### src/rtl/fir_mac_seq_if.sv
`default_nettype none
// +--------------------------------------------------------------------+
// | fir_mac_seq_if                                                     |
// | Sample, coefficient-ROM and accumulator signals of fir_mac_seq.    |
// | Revision: 1.0                                                      |
// +--------------------------------------------------------------------+
interface fir_mac_seq_if #(
    parameter int AW = 4
);
    logic [15:0]   in_sample;
    logic          in_vld;
    logic          in_rdy;
    logic [AW-1:0] coef_addr;
    logic [15:0]   coef;
    logic [17:0]   newSum;
    logic          accum_en;
    logic [17:0]   accum;
    logic [15:0]   out_sample;
    logic          out_vld;
    logic          out_rdy;

    modport slave (
        input  in_sample, in_vld, coef, accum, out_rdy,
        output in_rdy, coef_addr, newSum, accum_en, out_sample, out_vld
    );

    modport master (
        output in_sample, in_vld, coef, accum, out_rdy,
        input  in_rdy, coef_addr, newSum, accum_en, out_sample, out_vld
    );
endinterface
`default_nettype wire

### src/rtl/fir_mac_seq.sv
`default_nettype none
// +--------------------------------------------------------------------+
// | fir_mac_seq                                                        |
// | FIR multiply-accumulate sequencer driving an external accumulator. |
// | Revision: 1.0                                                      |
// +--------------------------------------------------------------------+
module fir_mac_seq #(
    parameter int NTAPS = 16,
    parameter int AW    = 4
) (
    input  wire logic    clk,
    input  wire logic    rst_n,
    fir_mac_seq_if.slave bus
);
    typedef enum logic [1:0] {
        S_IDLE  = 2'd0,
        S_PRIME = 2'd1,
        S_MAC   = 2'd2,
        S_OUT   = 2'd3
    } state_t;

    localparam logic [AW-1:0] c_last_tap = AW'(NTAPS - 1);
    localparam logic [AW-1:0] c_one      = AW'(1);

    state_t             r_state;
    logic [15:0]        r_hist [NTAPS];
    logic [AW-1:0]      r_wp;
    logic [AW-1:0]      r_k;
    logic [AW-1:0]      r_coef_addr;
    logic signed [15:0] r_smp_q;
    logic               r_in_rdy;
    logic               r_out_vld;
    logic               r_accum_en;

    logic [AW-1:0]      w_rd_idx;
    logic signed [31:0] w_prod;
    logic [17:0]        w_tap;
    logic [17:0]        w_base;
    logic [17:0]        w_new_sum;
    logic               w_pos_ovf;
    logic               w_neg_ovf;
    logic [15:0]        w_sat;

    // Operand for the next tap: x[n-(k+1)], wrapping modulo NTAPS.
    assign w_rd_idx  = r_wp - r_k - c_one;
    assign w_prod    = 32'(r_smp_q) * 32'($signed(bus.coef));
    assign w_tap     = {w_prod[31], w_prod[31:15]};
    assign w_base    = (r_k == '0) ? '0 : bus.accum;
    assign w_new_sum = w_base + w_tap;

    assign w_pos_ovf = ~bus.accum[17] & (bus.accum[16:15] != 2'b00);
    assign w_neg_ovf =  bus.accum[17] & (bus.accum[16:15] != 2'b11);
    assign w_sat     = w_pos_ovf ? 16'h7FFF :
                       w_neg_ovf ? 16'h8000 : bus.accum[15:0];

    assign bus.in_rdy     = r_in_rdy;
    assign bus.out_vld    = r_out_vld;
    assign bus.accum_en   = r_accum_en;
    assign bus.coef_addr  = r_coef_addr;
    assign bus.newSum     = r_accum_en ? w_new_sum : '0;
    assign bus.out_sample = r_out_vld ? w_sat : '0;

    always_ff @(posedge clk or negedge rst_n) begin
        if (!rst_n) begin
            r_state     <= S_IDLE;
            r_wp        <= '0;
            r_k         <= '0;
            r_coef_addr <= '0;
            r_smp_q     <= '0;
            r_in_rdy    <= 1'b1;
            r_out_vld   <= 1'b0;
            r_accum_en  <= 1'b0;
            for (int i = 0; i < NTAPS; i++) begin
                r_hist[i] <= '0;
            end
        end else begin
            case (r_state)
                S_IDLE: begin
                    if (bus.in_vld) begin
                        r_hist[r_wp] <= bus.in_sample;
                        r_coef_addr  <= '0;
                        r_k          <= '0;
                        r_in_rdy     <= 1'b0;
                        r_state      <= S_PRIME;
                    end
                end
                S_PRIME: begin
                    r_smp_q     <= $signed(r_hist[r_wp]);
                    r_coef_addr <= c_one;
                    r_accum_en  <= 1'b1;
                    r_state     <= S_MAC;
                end
                S_MAC: begin
                    r_smp_q     <= $signed(r_hist[w_rd_idx]);
                    r_coef_addr <= r_coef_addr + c_one;
                    r_k         <= r_k + c_one;
                    if (r_k == c_last_tap) begin
                        r_wp       <= r_wp + c_one;
                        r_accum_en <= 1'b0;
                        r_out_vld  <= 1'b1;
                        r_state    <= S_OUT;
                    end
                end
                S_OUT: begin
                    if (bus.out_rdy) begin
                        r_out_vld <= 1'b0;
                        r_in_rdy  <= 1'b1;
                        r_state   <= S_IDLE;
                    end
                end
                default: r_state <= S_IDLE;
            endcase
        end
    end
endmodule
`default_nettype wire

### src/flat_wrapper.sv
// flat-port wrapper written by rule: the top's interface ports become plain ports
module fir_mac_seq_flat 
#(
    parameter int NTAPS = 16,
    parameter int AW    = 4
)
  (clk, rst_n, bus_in_sample, bus_in_vld, bus_coef, bus_accum, bus_out_rdy, bus_in_rdy, bus_coef_addr, bus_newSum, bus_accum_en, bus_out_sample, bus_out_vld);
  fir_mac_seq_if #(.AW(AW)) bus_i ();
  input  wire logic clk;
  input  wire logic rst_n;
  input wire logic [$bits(bus_i.in_sample)-1:0] bus_in_sample;
  input wire logic [$bits(bus_i.in_vld)-1:0] bus_in_vld;
  input wire logic [$bits(bus_i.coef)-1:0] bus_coef;
  input wire logic [$bits(bus_i.accum)-1:0] bus_accum;
  input wire logic [$bits(bus_i.out_rdy)-1:0] bus_out_rdy;
  output wire logic [$bits(bus_i.in_rdy)-1:0] bus_in_rdy;
  output wire logic [$bits(bus_i.coef_addr)-1:0] bus_coef_addr;
  output wire logic [$bits(bus_i.newSum)-1:0] bus_newSum;
  output wire logic [$bits(bus_i.accum_en)-1:0] bus_accum_en;
  output wire logic [$bits(bus_i.out_sample)-1:0] bus_out_sample;
  output wire logic [$bits(bus_i.out_vld)-1:0] bus_out_vld;
  assign bus_i.in_sample = bus_in_sample;
  assign bus_i.in_vld = bus_in_vld;
  assign bus_i.coef = bus_coef;
  assign bus_i.accum = bus_accum;
  assign bus_i.out_rdy = bus_out_rdy;
  assign bus_in_rdy = bus_i.in_rdy;
  assign bus_coef_addr = bus_i.coef_addr;
  assign bus_newSum = bus_i.newSum;
  assign bus_accum_en = bus_i.accum_en;
  assign bus_out_sample = bus_i.out_sample;
  assign bus_out_vld = bus_i.out_vld;
  fir_mac_seq #(.NTAPS(NTAPS), .AW(AW)) u_core (.clk(clk), .rst_n(rst_n), .bus(bus_i));
endmodule
### config.mk
export PLATFORM = sky130hd
export DESIGN_NAME = fir_mac_seq_flat
export DESIGN_NICKNAME = d
export VERILOG_FILES = /design/src/rtl/fir_mac_seq_if.sv /design/src/rtl/fir_mac_seq.sv /design/src/flat_wrapper.sv
export SDC_FILE = /design/constraint.sdc
export NUM_CORES = 1
export LEC_CHECK = 0
export ABC_CLOCK_PERIOD_IN_PS = 11000
export BUFFER_PORTS_ARGS = -buffer_cell sky130_fd_sc_hd__buf_2
export CORE_MARGIN = 8
export CORE_UTILIZATION = 58
export CTS_CLUSTER_SIZE = 28
export DETAILED_ROUTE_END_ITERATION = 10
export PLACE_DENSITY = 0.83
export REMOVE_ABC_BUFFERS = 1
export SYNTH_ARGS = -nofsm -noshare
export SYNTH_HDL_FRONTEND = slang
export SYNTH_SLANG_ARGS = --single-unit
### constraint.sdc
create_clock -name clk -period 11 [get_ports clk]
set_clock_uncertainty 0.2 [all_clocks]
set_input_delay 2.2 -clock clk [delete_from_list [all_inputs] [get_ports clk]]
set_output_delay 2.2 -clock clk [all_outputs]
set_load 0.05 [all_outputs]
==> results.toml, run 1 <==
[cts]
worstSkewPairLatency_ns = 0.55
ctsRootBufferMaster = "clkbuf_16"
cts_hold_buf = 0
clock-sinks = 289
cts.path.max_buffers = 3
clkSlewWorstSetupHoldPaths_ns = 0.06
cts_buffers = 27
cts.htree.levels = 1
cts_tree = "done"

[setup_path]
cp-end-kind = "primary output"
cp_data_required_time_ns = 8.60
crit_type = "in2out"
cp_slowest_cell = "fa_1"
cp_slowest_stage_delay_ns = 0.53
crit_arrival_ns = 9.43
path_max_fanout = 12
worst_setup_path_start_kind = "primary input"

[detailed_routing]
wl_per_cell_um = 22.8
drcViolationCount = 0
via_per_inst = 6.08
postRouteAntennaNets = 0
drt_iter0_drc = 1406
routed-via-count = 18400
first_pass_iters = 8
wl_mm = 69.1

[synthesis]
yosysSeqAreaShare = 0.281
synth_area_sq_um = 25700
ys_async_sr_fraction = 1.00
synth_edf_count = 0
synthSimpleGateAreaFrac = 0.0987
yosysWarnings = 0
syn_inst = 2220
synth-compound-area-share = 0.0382
synth_top_family_by_area = "adder cells"
synthMuxAreaShare = 0.245
synthFlopType = "dfrtp_1"
ys_ff_latch = 289
synthAdderAreaFrac = 0.259
synth.avg_cell_area_sq_um = 11.6
synth_xor_area_frac = 0.0150
ys_types = 61

[finish]
final_common_cell = "inv_1"
fin_nets = 2844
fin_area_sq_um = 29500
drive_gt1_frac = 0.348
final_cell_mix = "inv_1 (298), dfrtp_1 (286), mux2_2 (257)"
area_growth_pct = 14.8

[grt]
overflow = 0
grt_max_degree = 179
grt_pass1_vias = 20800
grt_usage = 0.270
grt_pass1_wl_mm = 109
antenna_found_initial = 3

[worst_hold_path]
min_path_type = "reg2reg"

[floorplan]
fp.dieArea_sq_um = 51300
dieHeight_um = 227
row_count = 77
die_w_um = 227
ios = 95
start_util = 0.584
coreArea_sq_um = 44000

[timing]
worstMarginPinSlew_ns = 1.13
setup_ws_ns = -0.830
slew_headroom = 0.245
finalHoldViolCount = 0
fin_setup_tns_ns = -7.49
fmax_mhz = 84.5
final.min_clock_period_ns = 11.83
maxSlewViolCount = 0
rsz0062_at_grt = "true"
timing.final.crit_share = 1.08
finalSetupViolations = 13

[outcome]
failed_checks = "negative setup slack"
outcome = "complete, but fails checks"

[placement]
dpl_cell_area_sq_um = 27800
hpwl_mm = 46.2
dpl_worst_slack_ns = -1.07
place_congestion = 0.945
portBuffers = 94

[flow_run]
max_cap_viol_count = 0
-- critical path, delay by kind of cell --
kind	cells	cell delay, ns
xor gates and xnor gates	2	0.31
buffers and inverters	12	1.37
AOI/OAI and AO/OA	7	1.37
adders and majority gates	8	3.45
and+or+nand+nor	6	0.71
-- cell type report --
| class | count | area [sq um] |
|---|---|---|
| antenna | 2 | 5.00 |
| sequential | 289 | 7240 |
| clock inverter | 14 | 116 |
| fill | 2978 | 14500 |
| timing repair buffer | 289 | 2200 |
| tap | 592 | 741 |
| clock buffer | 35 | 736 |
| inverter | 305 | 1140 |
| multi-input combinational | 1504 | 17400 |
-- flip-flops by register name, summed over array words and instances, names as in the netlist --
signal / flops
u_core.bus.in_rdy: 1
u_core.bus.coef_addr: 4
u_core.bus.accum_en: 1
u_core.r_hist: 256
u_core.bus.out_vld: 1
u_core.r_smp_q: 16
u_core.r_k: 4
u_core.r_wp: 4
u_core.r_state: 2
-- final timing paths --
| path | start | endpoint | slack [ns] | cells past startpoint |
|---|---|---|---|---|
| max in group asynchronous | rst_n | u_core.r_hist[153] | 7.63 | 2 |
| max reg2reg | u_core.r_wp[0] | u_core.r_smp_q[10] | 6.54 | 8 |
| min in group asynchronous | rst_n | u_core.r_hist[58] | 1.53 | 1 |
| min | u_core.r_hist[77] | u_core.r_hist[77] | 0.32 | 1 |
| min reg2reg | u_core.r_hist[77] | u_core.r_hist[77] | 0.32 | 1 |
| max | bus_coef[6] | bus_newSum[13] | -0.83 | 35 |
-- through the flow --
stage	cells	hold slack, ns	util
detailed placement	2948	0.312	0.632
CTS	3014	0.328	0.662
global placement	2948	0.296	0.632
global route	3030	0.338	0.671
finish	3030	0.324	0.671
floorplan	2098	0.275	-
-- routing by layer --
layer | track usage | vias up | share of wire
met2 | 0.478 | 841 | 0.52
met1 | 0.309 | 9508 | 0.36
met3 | 0.0469 | 283 | 0.072
met4 | 0.149 | 2 | 0.054
met5 | 0 | - | 0.00017
li1 | - | 7799 | -
-- kinds of logic (layout without fill, tap and decap cells) --
| family | count (synthesis) | in the layout |
|---|---|---|
| flops | 289 | 289 |
| buf+inv | 427 | 643 |
| fa+ha+maj | 374 | 374 |
| mux | 418 | 418 |
| other cells | 0 | 2 |
| compound gates | 144 | 144 |
| simple gates | 524 | 524 |
| xor+xnor | 44 | 44 |
-- synth_stat cells (all sizes together), types with 19 or more instances --
cell,count,area share
a31oi,19,0.0046
nand2,181,0.026
and2,139,0.034
clkbuf,101,0.015
o21ai,24,0.0048
nor2,108,0.016
ha,111,0.054
dfrtp,288,0.28
a21oi,36,0.0071
xnor2,33,0.011
inv,305,0.045
fa,263,0.20
mux2,257,0.11
nor2b,21,0.0051
buf,21,0.0039
mux4,144,0.13
-- what timing repair did --
item                                    in CTS  in global routing
endpoints found under the setup margin      15                 16
buffers inserted                            21                 15
gates resized for setup                     89                 76
gates cloned                                 0                  0
pin swaps                                   54                 70
Power of run 1 is not shown: default switching activity piles up to over one toggle a cycle in this logic, so the estimate is an artifact.
==> run 2: changes to the inputs <==
RECOVER_POWER = 25   (was unset)
==> run 2 against run 1 <==
The flow finishes with violations (max-capacitance violations, max-slew violations, negative setup slack). Sequential cell count unchanged. Largest cell class unchanged. Hold slack improved by 0.00091 ns. Wire length shrank 0.14%. Highest routed layer unchanged. Critical path type unchanged. Global-route usage unchanged. Count of clock-buffer cells in the layout unchanged. First-iteration DRC count up 0.71%. Core utilization shrank 0.071 points.
==> results.toml, run 2 (synthesized netlist as in run 1, its figures left out) <==
[setup_path]
r2r_start = "u_core.r_wp[1]"
cp_slowest_cell = "fa_1"
reg2reg_to = "u_core.r_smp_q[10]"
path_max_fanout = 12
crit_type = "in2out"
cp.buffers_inverters = 12
cp-end-kind = "primary output"
cp_top_family = "adder cells"
r2r_cells = 9
rrSetupSlack_ns = 4.51
crit_cells = 35
worst_setup_path_start_kind = "primary input"
cp_data_required_time_ns = 8.60
cp_slowest_stage_delay_ns = 0.53
crit_arrival_ns = 9.43

[detailed_routing]
routed-via-count = 18400
postRouteAntennaNets = 0
drt_iter0_drc = 1416
wl_mm = 69.0
via_per_inst = 6.08
drcViolationCount = 0
wl_per_cell_um = 22.8
first_pass_iters = 7

[timing]
rsz0062_at_grt = "true"
maxSlewViolCount = 218
worstMarginPinSlew_ns = 6.07
timing.final.crit_share = 1.08
setup_ws_ns = -0.834
finalHoldViolCount = 0
slew_headroom = -3.05
finalSetupViolations = 13
final.min_clock_period_ns = 11.83
fmax_mhz = 84.5

[grt]
grt_max_degree = 179
grt_pass1_wl_mm = 109
grt_pass1_vias = 20800
grt_usage = 0.270
overflow = 0
antenna_found_initial = 3

[cts]
clkSlewWorstSetupHoldPaths_ns = 0.06
cts_hold_buf = 0
cts_tree = "done"
cts.htree.levels = 1
cts_buffers = 27
clock-sinks = 289
worstSkewPairLatency_ns = 0.55
ctsRootBufferMaster = "clkbuf_16"
cts.path.max_buffers = 3

[placement]
hpwl_mm = 46.2
place_congestion = 0.945
portBuffers = 94
dpl_cell_area_sq_um = 27800

[finish]
regMostFlops = "u_core.r_hist"
fin_area_sq_um = 29500
area_growth_pct = 14.7
final_cell_mix = "inv_1 (298), dfrtp_1 (286), mux2_2 (257)"
fin_nets = 2844
largest_register_ffs = 256
drive_gt1_frac = 0.345
final_common_cell = "inv_1"
top_regs = "u_core.r_hist (256), u_core.r_smp_q (16)"

[floorplan]
dieHeight_um = 227
coreArea_sq_um = 44000
start_util = 0.584
row_count = 77
ios = 95
fp.dieArea_sq_um = 51300
die_w_um = 227

[worst_hold_path]
whs_path_depth = 1
whs_endpoint = "u_core.r_hist[77]"
min_path_type = "reg2reg"
hold_start = "u_core.r_hist[77]"

[flow_run]
max_cap_viol_count = 5

[outcome]
failed_checks = "max-capacitance violations, max-slew violations, negative setup slack"
outcome = "complete, but fails checks"
==> run 2: cell types whose count changed in the layout (fill, tap and decap cells not counted), sizes merged <==
| cell | before | now |
|---|---|---|
| buf | 289 | 282 |
| clkbuf | 35 | 42 |
==> run 2: final cells by class <==
| cell class | instances | area [sq um] |
|---|---|---|
| Timing Repair Buffer | 289 | 2170 |
| Clock inverter | 14 | 116 |
| Sequential cell | 289 | 7240 |
| Clock buffer | 35 | 736 |
| Tap cell | 592 | 741 |
| Inverter | 305 | 1140 |
| Multi-Input combinational cell | 1504 | 17400 |
| Antenna cell | 2 | 5.00 |
| Fill cell | 2985 | 14500 |
==> run 2: per-layer routing <==
metal | up-vias | global-route usage | wire (um)
met1 | 9486 | 0.309 | 24500
met3 | 283 | 0.0469 | 5120
met5 | - | 0 | 12
met2 | 859 | 0.478 | 35700
li1 | 7803 | - | -
met4 | 2 | 0.149 | 3630
==> run 2: stage by stage <==
stage	utilization	hold slack (ns)	std cells	setup WS, ns	TNS [ns]
floorplan	-	0.275	2098	-0.730	-5.20
global placement	0.632	0.296	2948	-0.909	-7.48
detailed placement	0.632	0.312	2948	-1.07	-9.84
CTS	0.662	0.328	3014	-0.700	-5.87
global route	0.670	0.338	3030	-1.12	-11.27
finish	0.670	0.325	3030	-0.834	-7.46
==> run 2: worst max path at each step <==
stage	startpoint	endpoint	slack (ns)
after detailed placement	bus_coef[4]	bus_newSum[17]	-1.07
after global routing	bus_coef[6]	bus_newSum[17]	-1.12
after global placement	bus_coef[4]	bus_newSum[17]	-0.91
after CTS	bus_coef[6]	bus_newSum[17]	-0.70
after floorplan	bus_coef[4]	bus_newSum[11]	-0.73
final	bus_coef[6]	bus_newSum[13]	-0.83
==> run 2: repair_timing <==
item | in CTS | in global routing
resized for setup | 89 | 76
buffers inserted | 21 | 15
pin swaps | 54 | 70
endpoints found under the setup margin | 15 | 16
endpoints found under the hold margin | 0 | 0
Power of run 2 is left out for the same reason.
